`config.mk`:
```
export PLATFORM = sky130hd
export DESIGN_NAME = button_encoder_generic
export DESIGN_NICKNAME = d
export VERILOG_FILES = /design/src/rtl/button_encoder_generic.sv
export SDC_FILE = /design/constraint.sdc
export NUM_CORES = 1
export LEC_CHECK = 0
export ABC_AREA = 1
export ABC_CLOCK_PERIOD_IN_PS = 2000
export BUFFER_PORTS_ARGS = -buffer_cell sky130_fd_sc_hd__buf_2
export CORE_UTILIZATION = 42
export DETAILED_ROUTE_END_ITERATION = 10
export PLACE_DENSITY_LB_ADDON = 0.15
export SLEW_MARGIN = 20
export SYNTH_ARGS = -nofsm -noshare
export SYNTH_HDL_FRONTEND = slang
export SYNTH_SLANG_ARGS = --single-unit
```
`constraint.sdc`:
```
create_clock -name clk -period 2 [get_ports clk]
set_clock_uncertainty 0.1 [all_clocks]
set_input_delay 0.2 -clock clk [delete_from_list [all_inputs] [get_ports clk]]
set_output_delay 0.2 -clock clk [all_outputs]
set_load 0.05 [all_outputs]
```
`src/rtl/button_encoder_generic.sv`:
```
// Button front end: per-bit 2-flop synchronizer and debounce for active-low
// buttons, press-edge detection, priority encoding and a one-entry
// valid/ready output buffer with a sticky overrun flag.
module button_encoder_generic #(
    parameter int N         = 3,
    parameter int DB_CYCLES = 1000000
) (
    input  logic            clk,
    input  logic            reset,
    input  logic            en,
    input  logic [0:2**N-1] btn_n,
    input  logic            ready,
    output logic [N-1:0]    code,
    output logic            valid,
    output logic            overrun,
    output logic            any_pressed
);

    localparam int NB = 2**N;
    localparam int CW = $clog2(DB_CYCLES);
    localparam logic [CW-1:0] CNT_LAST = CW'(DB_CYCLES - 1);

    logic [0:NB-1] sync1;
    logic [0:NB-1] sync2;
    logic [0:NB-1] raw;
    logic [0:NB-1] stable;
    logic [0:NB-1] stable_d;
    logic [0:NB-1] press;
    logic [CW-1:0] cnt [NB];
    logic [N-1:0]  win;
    logic          hit;
    logic          multi;

    assign raw   = ~sync2;
    assign press = stable & ~stable_d & {NB{en}};

    // Two-flop synchronizer per button; resets to the released (high) level.
    always_ff @(posedge clk) begin
        if (reset) begin
            sync1 <= '1;
            sync2 <= '1;
        end else begin
            sync1 <= btn_n;
            sync2 <= sync1;
        end
    end

    // Per-bit debounce: toggle stable after DB_CYCLES consecutive differing samples.
    always_ff @(posedge clk) begin
        if (reset) begin
            stable   <= '0;
            stable_d <= '0;
            for (int unsigned i = 0; i < NB; i++) begin
                cnt[i] <= '0;
            end
        end else begin
            stable_d <= stable;
            for (int unsigned i = 0; i < NB; i++) begin
                if (raw[i] == stable[i]) begin
                    cnt[i] <= '0;
                end else if (cnt[i] == CNT_LAST) begin
                    stable[i] <= ~stable[i];
                    cnt[i]    <= '0;
                end else begin
                    cnt[i] <= cnt[i] + CW'(1);
                end
            end
        end
    end

    // Priority encode press edges: lowest index wins, flag simultaneous losers.
    always_comb begin
        win   = '0;
        hit   = 1'b0;
        multi = 1'b0;
        for (int unsigned i = 0; i < NB; i++) begin
            if (press[i]) begin
                if (hit) begin
                    multi = 1'b1;
                end else begin
                    win = N'(i);
                    hit = 1'b1;
                end
            end
        end
    end

    // One-entry output buffer with sticky overrun and registered any_pressed.
    always_ff @(posedge clk) begin
        if (reset) begin
            code        <= '0;
            valid       <= 1'b0;
            overrun     <= 1'b0;
            any_pressed <= 1'b0;
        end else begin
            any_pressed <= |stable;
            if (hit) begin
                if (!valid || ready) begin
                    code  <= win;
                    valid <= 1'b1;
                end else begin
                    overrun <= 1'b1;
                end
                if (multi) begin
                    overrun <= 1'b1;
                end
            end else if (valid && ready) begin
                valid <= 1'b0;
            end
        end
    end

endmodule

```
# Word-level counts from Yosys, hierarchy flattened
# Memories as Yosys holds them, arrays and structs flattened.
# Index checks and enable logic that the tools add are counted.
[totals]
register_bits = 38
ram_bits = 160
inputBits = 12
out_inout_bits = 6
elab_cells = 257
n_memories = 1
[op_classes]
add_sub_neg = 8
n_eq_ne = 18
mux = 155
bitwise_logic = 44
reduce_logical = 16
[memory_table]
columns = ["name", "depth", "width", "read_ports", "rd_ports_with_merged_regs", "write_ports", "line_no", "source"]
rows = [
  ["cnt", 8, 20, 8, 0, 8, "29", "logic [CW-1:0] cnt [NB];"],
]
[ops]
columns = ["operator", "count"]
rows = [
  ["$mux W20", 24],
  ["$add A20 B1 Y20 const B", 8],
  ["$eq A20 B20 Y1 const B", 8],
  ["$mux W1", 119],
  ["$mux W3", 12],
  ["$or A1 B1 Y1", 24],
  ["$reduce_and A2 Y1", 11],
  ["$and A8 B8 Y8", 2],
  ["$not A1 Y1", 16],
  ["$not A8 Y8", 2],
  ["$eq A1 B1 Y1", 8],
  ["$reduce_or A8 Y1", 1],
  ["$ne A2 B1 Y1 const B", 1],
  ["$ne A2 B2 Y1 const B", 1],
  ["$reduce_bool A2 Y1", 1],
  ["$logic_and A1 B1 Y1", 1],
  ["$logic_not A1 Y1", 1],
  ["$logic_or A1 B1 Y1", 1],
]

# Logic depth before layout (Yosys ltp)
# Gate-level depths: netlist of the first run.
[logic_depth]
depth_word = 20
ltp_mapped = 12

# Worst setup path before layout of the first run
# No wires, ideal clock.
[synth_timing]
path_type = "register to register"
startpoint = "memory cnt[1][20] (netlist name)"
endpoint = "memory cnt[1][38] (netlist name), data pin"
setup_ns = 0.254
arrival_ns = 1.420
required_time_ns = 1.646
path_slack_ns = 0.226
path_stages_with_launch = 12
path_buffers = 1
cell_sequence = "edfxtp_1 > ha_1 > nand2_1 > nor2_2 > inv_2 > nor2_2 > nand2_2 > nor2_4 > nand2_2 > nand2_4 > buf_6 > nor2_1"
[synth_lines]
columns = ["item", "line_no"]
rows = [
  ["start, declared", "29"],
]

==> results, run 1 <==
- The number of buffer cells added on primary ports is 17.
- The worst hold path terminates at code[2].
- From bottom edge to top edge, the die measures between 150 and 200 um.
- STA classifies the critical path startpoint as a flop.
- Summed over all layers, the routed wires come to 20840 um.
- Of all cell types, the one taking the most synthesized area is edfxtp_1.
- The max-cap violation count is 0.
- The DRC marker count from the first detailed-route iteration is 572.
- In the final design database the tool counted 1532 nets.
- At the placement stage, the worst setup path has a slack of 0.07824 ns.
- In this run the mean area of a mapped cell was between 8 and 9 sq um.
- The clock tree from TritonCTS is done.
- Setup repair after global routing could not meet its margin everywhere.
- Before antenna repair, the detailed router went through 5 iterations.
- The type of the most critical hold path is input port to flop.
- Net switching is 23.03% of the power.
- In the global route stage, overall resource usage came out at between 10% and 20%.
- Entering global routing, the biggest net connects 32 pins.
- The combinational share of power is 5.3%.
- After floorplanning, the core was divided into 58 placement rows.
- In this run the tightest slew margin relative to its limit is 51.28%.
- The commonest cells after synthesis are nand2_1 (250), nor2_1 (192), edfxtp_1 (160), inv_1 (154), a21oi_1 (79).
- The worst hold slack across all endpoints is about 0.12 ns.
- The die covers 0.02683 sq mm.
- The via count of the routed design is roughly 8600.
- The finished cells cover 0.01306 sq mm.
- The endpoint identified for the worst register-to-register timing path is cnt[1][34].
- The smallest clock period supported by the final layout is computed as 1.871 ns.
- Of the post-synthesis cell area, the dominant cell type holds a little over two fifths.
- The count of cells along the worst register-to-register path is 10.
- The maximum fanout along the worst path is 5.
- The worst setup margin is 0.1292 ns.
- The proportion of synthesized chip area in sequential cells is 50.61%.
- The total negative slack for setup checks is 0 ns.
- The placement-stage cell area is 0.01222 sq mm.
- The net switching component of the power is roughly 1.9 mW.
- The deepest clock path buffer count is 2.
- The count of nets left with antenna violations once routing finished came out at 0.
- In this run the number of H-tree levels came out at 4.
- Measured along the x axis, the die boundary spans about 160 um.
- In the synthesized netlist the dominant register cell turns out to be edfxtp_1.
- The total core area is approximately 0.025 sq mm.
- Once placement completed, the tool counted placed cells totaling 1804.
- Dividing total power by cell area gives a power density of 644.6 mW/mm^2.
- The run finished with clean final reports.
- The post-detailed-route via-to-cell ratio is 4.653.
- Counting the fill cells in the layout gives 2471.
- The share of async-settable or async-resettable flops after synthesis is 0%.
- The via count of the first global-routing pass is 8059.
- The startpoint of the lowest-slack register-to-register path is cnt[1][20].
- Detailed placement finished with a half-perimeter wire length of ~15000 um.
- Yosys mapped the design onto 42 distinct sky130hd cell types.
- The flip-flop and latch count after synthesis is just under 200.
- Timing would allow up to between 500 and 600 MHz.
- The cell count after synthesis came out at 1289.
- The category of the most critical setup path is flop to flop.
- In this run, CTS created clock tree buffers numbering 17.
- The final setup violation count is 0.
- Power comes to 8.416 mW.
- The final hold violation count is 0.
- The number of inserted diodes is 0.
- The number of primary I/O pins is 18.
- In this run, flip-flops and latches consume 56.3% of the power.
- The non-filler instance count after layout is 1855.
- The initial standard-cell utilization of the core is 43.30%.
- The synthesis-to-finish area growth is 18.74%.
- The placer congestion estimate is 0.8328.
- The number of instances on the worst hold path is 4.
- For the worst setup path, the data arrival time is just under 2 ns.
- The library cell with the highest instance count after synthesis is nand2_1.
- The worst setup path is captured at a flop.
- After layout, the worst path uses 93.54% of the clock period.
- The synthesized design contains 160 enable-type register cells.
- After clock tree synthesis, the clock-pin slew on the worst setup and hold paths is 0.07 ns.
- The first-pass GRT wire length is around 36000 um.
- The worst IR drop on VDD is just over 400 uV.
- During synthesis, Yosys emitted a total of 0 warnings.
- CTS saw 198 sinks.
- The static leakage is about 5.2 nW.
- The summed instance area of the synthesized netlist is 0.01100 sq mm.
- The number of antenna violations at the first check in global routing is 0.
- The clock latency on the worst-skew pair is 0.43 ns.
- The internal portion of the total power is between 6 and 7 mW.
- Measured on the finished design, the core utilization comes to between 50% and 60%.
- The worst-case register-to-register setup slack is 0.13 ns.
- Summed over all layers, the global routing overflow is 0.
- For the pin with the worst max-slew slack, the measured transition is around 0.73 ns.
- The CTS root buffer is clkbuf_16.
- Dividing the detail-routed wire length by the instance count gives approximately 11 um.
- Of the cells placed in the final design, the portion with a size suffix greater than 1 is 12.13%.
- The max-slew violation count is 0.
- After synthesis, the cell types taking the most area are edfxtp_1 (44%), nand2_1 (8.5%), dfxtp_1 (6.9%).
- The DRC violation count after routing is 0.
- The worst min-delay path startpoint is ready.
- The clock network power share is 38.4%.
- At the worst endpoint, the required time is slightly above 2 ns.
cells in the final DEF, fill, tap and decap left out, types with 5 or more instances in the layout:
| cell | n |
|---|---|
| nand2_1 | 247 |
| nor2_1 | 190 |
| edfxtp_1 | 160 |
| conb_1 | 160 |
| inv_1 | 153 |
| a21oi_1 | 78 |
| nand3_1 | 66 |
| nor3_1 | 62 |
| xor2_1 | 42 |
| nand4_1 | 38 |
| dfxtp_1 | 38 |
| buf_4 | 31 |
| or2_2 | 29 |
| o21ai_0 | 27 |
| clkbuf_16 | 17 |
| buf_2 | 17 |
| xnor2_1 | 15 |
| nor3b_1 | 14 |
| nor2_4 | 13 |
| nand3b_1 | 12 |
| nor2_2 | 12 |
| nand2_2 | 11 |
| nor3_2 | 11 |
| dlygate4sd3_1 | 8 |
| nor4_1 | 6 |
| inv_2 | 5 |
| nand2_4 | 5 |
| or2_0 | 5 |
| clkinv_4 | 5 |
timing repair:
item                                    4_1_cts  5_1_grt
setup buffers                                 0        8
endpoints found under the setup margin        0       64
hold buffers                                  8        0
hold endpoints to repair                      8        0
resized for setup                             0       25
critical path, cell delays in order, from the launching register on:
cell and delay, ns:
edfxtp_1 0.39, ha_2 0.19, nand2_1 0.09, nor2_4 0.13, inv_2 0.05, nor2_2 0.11
nand2_2 0.09, nor2_4 0.14, nand2_4 0.13, nand2_8 0.14, nor3_1 0.05
cells by family (layout without fill, tap and decap cells):
family | Yosys count | after routing | synth area share (%)
DFF | 198 | 198 | 50.61
adders and majority gates | 8 | 8 | 0.9103
xor gates and xnor gates | 57 | 57 | 4.540
and+or+nand+nor | 735 | 738 | 32.19
other | 1 | 160 | 0.03410
AOI/OAI and AO/OA | 115 | 115 | 5.393
buffers and inverters | 175 | 249 | 6.326
state kept, by name (all words and copies together) (netlist names):
register     count
cnt            160
stable           8
stable_d         8
sync1            8
sync2            8
code             3
any_pressed      1
overrun          1
valid            1
power by group through the flow:
stage / clock (mW) / combinational [mW] / sequential [mW]
global placement: 0 / 0.405 / 4.83
detailed placement: 0 / 0.408 / 4.83
finish: 3.23 / 0.446 / 4.74
floorplan: 0 / 0.308 / 4.80
global route: 3.48 / 0.520 / 4.76
CTS: 3.34 / 0.422 / 4.74
routing by layer:
| layer | part of all wire, % | routed length, um | vias up | global-route usage, % |
|---|---|---|---|---|
| li1 | - | - | 4584 | - |
| met1 | 50 | 10350 | 3947 | 21.33 |
| met2 | 47 | 9767 | 86 | 27.52 |
| met3 | 2.5 | 518 | 14 | 2.702 |
| met4 | 0.96 | 199 | 0 | 4.545 |
| met5 | 0 | 0 | - | 0 |
worst max path at each step:
stage	start	to	slack, ns	cells after the start
global route	cnt[0][20]	cnt[0][30]	-0.009	8
floorplan	cnt[1][20]	cnt[1][38]	0.23	11
detailed placement	cnt[1][20]	cnt[1][24]	0.08	10
global placement	cnt[0][40]	cnt[0][59]	0.13	9
CTS	cnt[1][20]	cnt[1][22]	0.07	10
finish	cnt[1][20]	cnt[1][34]	0.13	10
layout make-up:
type                    count  area [sq um]  area share (%)
well taps                 330         412.9           3.162
flip-flops and latches    198          5565           42.62
clock buffers              19         432.9           3.315
repair buffers             59         457.9           3.507
multi-input cells        1078          5484           42.00
clock inverters            13         111.4          0.8528
inverters                 158         593.1           4.542
No activity file was read; power rests on OpenSTA's default activity.
==> inputs of run 2 (changes only) <==
- CELL_PAD_IN_SITES_DETAIL_PLACEMENT: default -> 1
- CELL_PAD_IN_SITES_GLOBAL_PLACEMENT: default -> 1
==> run 2 against run 1 <==
Wire length rose by 21%. Core utilization rose by 0.48 points. Die area did not move. Register-to-register slack got worse by 0.03 ns. Sequential share of layout area fell by 0.39 points.
==> results, run 2 (synthesized netlist as in run 1, its figures left out) <==
- The sum of buffers and inverters on the critical path is 0 (was 1).
- The total negative slack for setup checks is 0 ns (unchanged).
- The most frequent standard cell in the layout excluding fill and tap cells is nand2_1 (unchanged).
- The CTS root buffer is clkbuf_16 (unchanged).
- The global router's overall resource usage is 19.60% (was 16.25%).
- The met2 global-route usage is 35.57% (was 27.52%).
- The utilization after layout is 51.89% (was 51.41%).
- The kind of cell with the highest combined delay on the critical path is simple AND/OR/NAND/NOR gates (unchanged).
- The placement-stage worst setup slack came to 0.02741 ns (was 0.07824 ns).
- The number of inserted diodes is 0 (unchanged).
- The post-detailed-route via-to-cell ratio is 4.856 (was 4.653).
- The max-cap violation count was 0 (unchanged).
- The slowest stage cell on the critical path is edfxtp_1 (unchanged).
- The clock latency on the worst-skew pair was 0.44 ns (was 0.43 ns).
- The number of antenna violations at the first check in global routing was 0 (unchanged).
- The worst hold slack across all endpoints was 0.04531 ns (was 0.1171 ns).
- The final worst-path cycle share is 95.12% (was 93.54%).
- The static leakage is 5.288 nW (was 5.245 nW).
- The via count of the first global-routing pass is 9385 (was 8059).
- The data arrival time of the critical path was 1.98 ns (was 1.94 ns).
- The kind of launch point of the worst setup path is a flop (unchanged).
- The number of antenna-violating nets in the routed design is 0 (unchanged).
- The total core area is 0.02540 sq mm (unchanged).
- The total congestion overflow was 0 (unchanged).
- The final setup violation count came to 0 (unchanged).
- The placer congestion estimate is 0.7931 (was 0.8328).
- The placement-stage cell area was 0.01223 sq mm (was 0.01222 sq mm).
- The first-pass GRT wire length is 42750 um (was 35670 um).
- The max-slew violation count was 0 (unchanged).
- The sum of internal, switching and leakage power is 8.856 mW (was 8.416 mW).
- The final hold violation count is 0 (unchanged).
- The global-route met1 utilization is 24.29% (was 21.33%).
- The deepest clock path buffer count came to 2 (unchanged).
- The number of placement rows came to 58 (unchanged).
- The peak per-stage delay on the critical path came to 0.41 ns (was 0.39 ns).
- The number of primary I/O pins is 18 (unchanged).
- The DRC violation count after routing is 0 (unchanged).
- Top library cells by usage in the layout, fill and taps aside: nand2_1 (247), nor2_1 (188), edfxtp_1 (160), conb_1 (160), inv_1 (153) (was nand2_1 (247), nor2_1 (190), edfxtp_1 (160), conb_1 (160), inv_1 (153)).
- The category of the most critical setup path is flop to flop (unchanged).
- Setup repair after global routing missed its margin: yes (unchanged).
- The die area was 0.02683 sq mm (unchanged).
- The DRC marker count from the first detailed-route iteration is 391 (was 572).
- The flip-flop count of the largest register after layout was 160 (unchanged).
- The detailed-route wire length came to 25150 um (was 20840 um).
- The number of buffer cells added on primary ports is 17 (unchanged).
- The share of post-route cells with drive strength above 1 is 12.72% (was 12.13%).
- The via count of the routed design came to 9007 (was 8631).
- The y dimension of the die is 163.8 um (unchanged).
- The critical path's most frequent cell is nor2_4 (unchanged).
- The slew at the pin closest to its max-slew limit is 0.7073 ns (was 0.7309 ns).
- The remaining max-slew budget at the tightest pin is 52.85% (was 51.28%).
- The worst IR drop on VDD was 450.6 uV (was 405.8 uV).
- The achievable frequency is 525.7 MHz (was 534.5 MHz).
- The final layout net count is 1532 (unchanged).
- The largest register by flop count is cnt (unchanged).
- The worst setup margin is 0.09764 ns (was 0.1292 ns).
- The non-filler instance count after layout came to 1855 (unchanged).
- The initial standard-cell utilization of the core is 43.30% (unchanged).
- The power density of the placed cells is 672.0 mW/mm^2 (was 644.6 mW/mm^2).
- The clock tree from TritonCTS is done (unchanged).
- The horizontal die dimension came to 163.8 um (unchanged).
- The maximum fanout along the worst path is 6 (was 5).
- The synthesis-to-finish area growth is 19.84% (was 18.74%).
- The number of sinks driven by the clock tree is 198 (unchanged).
- The most congested layer reported by global routing is met2 (unchanged).
- The clock-pin slew on the worst setup and hold paths is 0.08 ns (was 0.07 ns).
- Cell-by-cell listing of the critical path: ha_4 -> nand2_1 -> nor2_4 -> nand2_2 -> nor2_4 -> nand4_4 -> nand2_4 -> nor3b_2 (was ha_2 -> nand2_1 -> nor2_4 -> inv_2 -> nor2_2 -> nand2_2 -> nor2_4 -> nand2_4 -> nand2_8 -> nor3_1).
- The number of levels the H-tree was split into is 4 (unchanged).
- The worst endpoint required time was 2.08 ns (was 2.07 ns).
- The estimated wirelength of the detail-placed design is 18420 um (was 15490 um).
- The met3 demand-to-capacity share in global routing is 2.828% (was 2.702%).
- The type of the most critical hold path was input port to flop (unchanged).
- The number of instances in the placed design is 1804 (unchanged).
- The number of CTS-inserted buffers is 17 (unchanged).
- Outcome: completed (unchanged).
- The routed wire length per instance is 13.56 um (was 11.23 um).
- The first-pass detailed-route iteration total came to 4 (was 5).
- The kind of end point of the critical path is a flop (unchanged).
- The largest net degree at the start of global routing was 32 (unchanged).
- The post-route minimum period is 1.902 ns (was 1.871 ns).
- The final design instance area without fill is 0.01318 sq mm (was 0.01306 sq mm).
[run 2: cell count changes in the layout (fill, tap and decap cells not counted), sizes merged]
cell    previous run  this run
bufinv             1         3
buf               51        50
inv              158       161
nand2            266       267
clkbuf            19        18
clkinv            10         6
[run 2: report_power, final]
part | internal, mW | switching (mW)
clock network | 2.02 | 1.63
registers | 4.60 | 0.149
logic | 0.165 | 0.298
total | 6.78 | 2.07
[run 2: final cells by class]
class	instances	area, sq um
Fill cell	3142	12220
Timing Repair Buffer	58	462.9
Tap cell	330	412.9
Multi-Input combinational cell	1079	5532
Clock buffer	18	439.2
Sequential cell	198	5565
Clock inverter	14	173.9
Inverter	158	593.1
[run 2: layer usage]
metal,vias up,routed length [um]
li1,4598,-
met1,4328,11640
met2,61,12770
met3,20,429
met5,-,0
met4,0,311
[run 2: final timing paths]
kind	from	end	slack (ns)	depth (start not counted)
worst min register to register	sync1[3]	sync2[3]	0.30	1
worst max-delay path	cnt[0][21]	cnt[0][33]	0.1	8
worst min-delay path	reset	stable[4]	0.05	4
worst max register to register	cnt[0][21]	cnt[0][33]	0.1	8
[run 2: repair_timing]
action	in CTS	in global routing
hold buffers	8	0
endpoints found under the hold margin	8	0
resized for setup	0	32
buffers inserted	0	7
setup endpoints to repair	0	118
[run 2: tightest hold or removal path: cells and delay by family]
| family | cells | cell delay, ns |
|---|---|---|
| buf+inv | 2 | 0.21 |
| simple gates | 2 | 0.11 |
==> inputs of run 3 (changes only) <==
- CORE_MARGIN: default -> 2
- CTS_BUF_LIST: default -> sky130_fd_sc_hd__clkbuf_8
- SLEW_MARGIN: 20 -> default
==> run 3 against run 2 <==
Critical path type unchanged. Count of clock-buffer cells in the layout rose by 1. Final area fell by 1.1%. Largest power group unchanged. Clock power fell by 33%. Maximum frequency fell by 1.4%. Sequential cell count did not move. Register-to-register slack got worse by 0.03 ns. Wire length rose by 0.66%. Cell count rose by 1.0%.
==> results, run 3 (synthesized netlist as in run 1, its figures left out) <==
- The most congested layer reported by global routing is met2 (unchanged).
- The final layout net count is 1546 (was 1532).
- The max-slew violation count is 0 (unchanged).
- The number of antenna-violating nets in the routed design is 0 (unchanged).
- The first-pass GRT wire length is 42690 um (was 42750 um).
- The post-detailed-route via-to-cell ratio is 4.809 (was 4.856).
- The post-route minimum period is 1.929 ns (was 1.902 ns).
- The DRC marker count from the first detailed-route iteration is 372 (was 391).
- Setup repair after global routing missed its margin: yes (unchanged).
- The clock latency on the worst-skew pair is 0.47 ns (was 0.44 ns).
- The max-cap violation count is 0 (unchanged).
- The total negative slack for setup checks came to 0 ns (unchanged).
- The number of inserted diodes was 0 (unchanged).
- The initial standard-cell utilization of the core came to 42.44% (was 43.30%).
- The total congestion overflow is 0 (unchanged).
- The flip-flop count of the largest register after layout was 160 (unchanged).
- The CTS root buffer is clkbuf_8 (was clkbuf_16).
- The global router's overall resource usage is 18.46% (was 19.60%).
- The number of filler cells placed in the layout is 3233 (was 3142).
- The final hold violation count was 0 (unchanged).
- Outcome: completed (unchanged).
- The static leakage was 5.240 nW (was 5.288 nW).
- The largest register by flop count is cnt (unchanged).
- The detailed-route wire length is 25310 um (was 25150 um).
- The category of the most critical setup path is flop to flop (unchanged).
- The synthesis-to-finish area growth is 18.55% (was 19.84%).
- The sum of internal, switching and leakage power is 7.648 mW (was 8.856 mW).
- The number of buffer cells added on primary ports was 17 (unchanged).
- The number of antenna violations at the first check in global routing is 0 (unchanged).
- The final setup violation count is 0 (unchanged).
- The first-pass detailed-route iteration total is 6 (was 4).
- The global-route met1 utilization is 23.70% (was 24.29%).
- The met3 demand-to-capacity share in global routing came to 2.574% (was 2.828%).
- The number of primary I/O pins is 18 (unchanged).
- The routed wire length per instance is 13.51 um (was 13.56 um).
- The final worst-path cycle share was 96.43% (was 95.12%).
- The share of post-route cells with drive strength above 1 was 13.45% (was 12.72%).
- The total core area is 0.02591 sq mm (was 0.02540 sq mm).
- The achievable frequency is 518.5 MHz (was 525.7 MHz).
- The remaining max-slew budget at the tightest pin came to 55.18% (was 52.85%).
- The clock tree from TritonCTS is done (unchanged).
- The estimated wirelength of the detail-placed design is 18750 um (was 18420 um).
- The largest net degree at the start of global routing was 32 (unchanged).
- The worst IR drop on VDD is 290.4 uV (was 450.6 uV).
- The die area came to 0.02749 sq mm (was 0.02683 sq mm).
- The slew at the pin closest to its max-slew limit is 0.6722 ns (was 0.7073 ns).
- The kind of end point of the critical path is a flop (unchanged).
- The via count of the routed design was 9013 (was 9007).
- Top library cells by usage in the layout, fill and taps aside: nand2_1 (247), nor2_1 (187), edfxtp_1 (160), conb_1 (160), inv_1 (158) (was nand2_1 (247), nor2_1 (188), edfxtp_1 (160), conb_1 (160), inv_1 (153)).
- The deepest clock path buffer count is 2 (unchanged).
- The horizontal die dimension is 165.8 um (was 163.8 um).
- The type of the most critical hold path is input port to flop (unchanged).
- The startpoint of the worst setup timing path is cnt[1][73] (was cnt[0][21]).
- The data arrival time of the critical path is 2.06 ns (was 1.98 ns).
- The placement-stage worst setup slack was -0.009942 ns (was 0.02741 ns).
- The number of sinks driven by the clock tree is 198 (unchanged).
- The worst setup margin is 0.07132 ns (was 0.09764 ns).
- The number of levels the H-tree was split into came to 4 (unchanged).
- The clock-pin slew on the worst setup and hold paths came to 0.10 ns (was 0.08 ns).
- The power density of the placed cells was 586.7 mW/mm^2 (was 672.0 mW/mm^2).
- The y dimension of the die is 165.8 um (was 163.8 um).
- The worst min-delay path startpoint is reset (unchanged).
- The via count of the first global-routing pass is 9224 (was 9385).
- The maximum fanout along the worst path is 10 (was 6).
- The startpoint of the lowest-slack register-to-register path was cnt[1][73] (was cnt[0][21]).
- The kind of launch point of the worst setup path was a flop (unchanged).
- The met2 global-route usage is 33.01% (was 35.57%).
- The number of CTS-inserted buffers is 17 (unchanged).
- The most frequent standard cell in the layout excluding fill and tap cells was nand2_1 (unchanged).
- The number of placement rows is 59 (was 58).
- The DRC violation count after routing is 0 (unchanged).
- The placer congestion estimate is 0.8220 (was 0.7931).
- The worst endpoint required time is 2.13 ns (was 2.08 ns).
[run 3: changes by cell type in the layout (fill, tap and decap cells not counted), moves of 3 or more]
cell       before  now
inv_1         153  158
clkbuf_16      17    1
clkinv_2        0    3
clkbuf_8        1   19
buf_4          29   41
inv_6           3    0
[run 3: per-stage QoR]
step                util, %  area (sq um)  std cells  hold WS [ns]
detailed placement    47.19         12230       1809        0.2850
floorplan                 -         11590       1448        0.2038
global route          50.31         13040       1874       0.05771
finish                50.31         13040       1874       0.02486
global placement      47.19         12230       1809        0.2849
CTS                   48.91         12670       1850      0.005653
[run 3: repair_timing]
action,4_1_cts,5_1_grt
endpoints found under the setup margin,1,97
gates cloned,0,7
hold endpoints to repair,8,0
hold buffers,8,0
buffers inserted,1,17
pin swaps,0,8
resized for setup,1,35
[run 3: report_power, final]
part	switching [mW]	total [mW]	internal, mW	leakage (nW)
sequential	0.151	4.75	4.60	1.96
clock	1.41	2.43	1.02	0.195
combinational	0.298	0.469	0.170	3.08
total	1.85	7.65	5.79	5.24
[run 3: final timing paths]
check	to	slack, ns	depth (start not counted)
hold reg to reg	sync2[3]	0.32	1
setup reg to reg	cnt[1][76]	0.07	8
hold / removal	stable[5]	0.02	4
setup / recovery	cnt[1][76]	0.07	8
[run 3: layout make-up]
cell class                 instances  area, sq um  area share (%)
clock buffer                      19        261.5           2.006
clock inverter                    13        92.59          0.7102
inverter                         158        593.1           4.549
multi-input combinational       1080         5544           42.53
sequential                       198         5565           42.69
tap                              335        419.2           3.215
timing repair buffer              71        560.5           4.300
[run 3: worst max-delay path, cell delays in order (launching register included)]
cell and delay [ns]:
edfxtp_1 0.48, nor2_1 0.17, nand2_1 0.08, nor2_1 0.18, nand3_2 0.13, o211ai_1 0.15, buf_4 0.19, buf_6 0.16
nor2_1 0.06
[run 3: routing by layer]
layer / vias up / part of all wire, %
li1: 4611 / -
met1: 4330 / 46
met2: 46 / 51
met3: 26 / 1.3
met4: 0 / 1.3
met5: - / 0
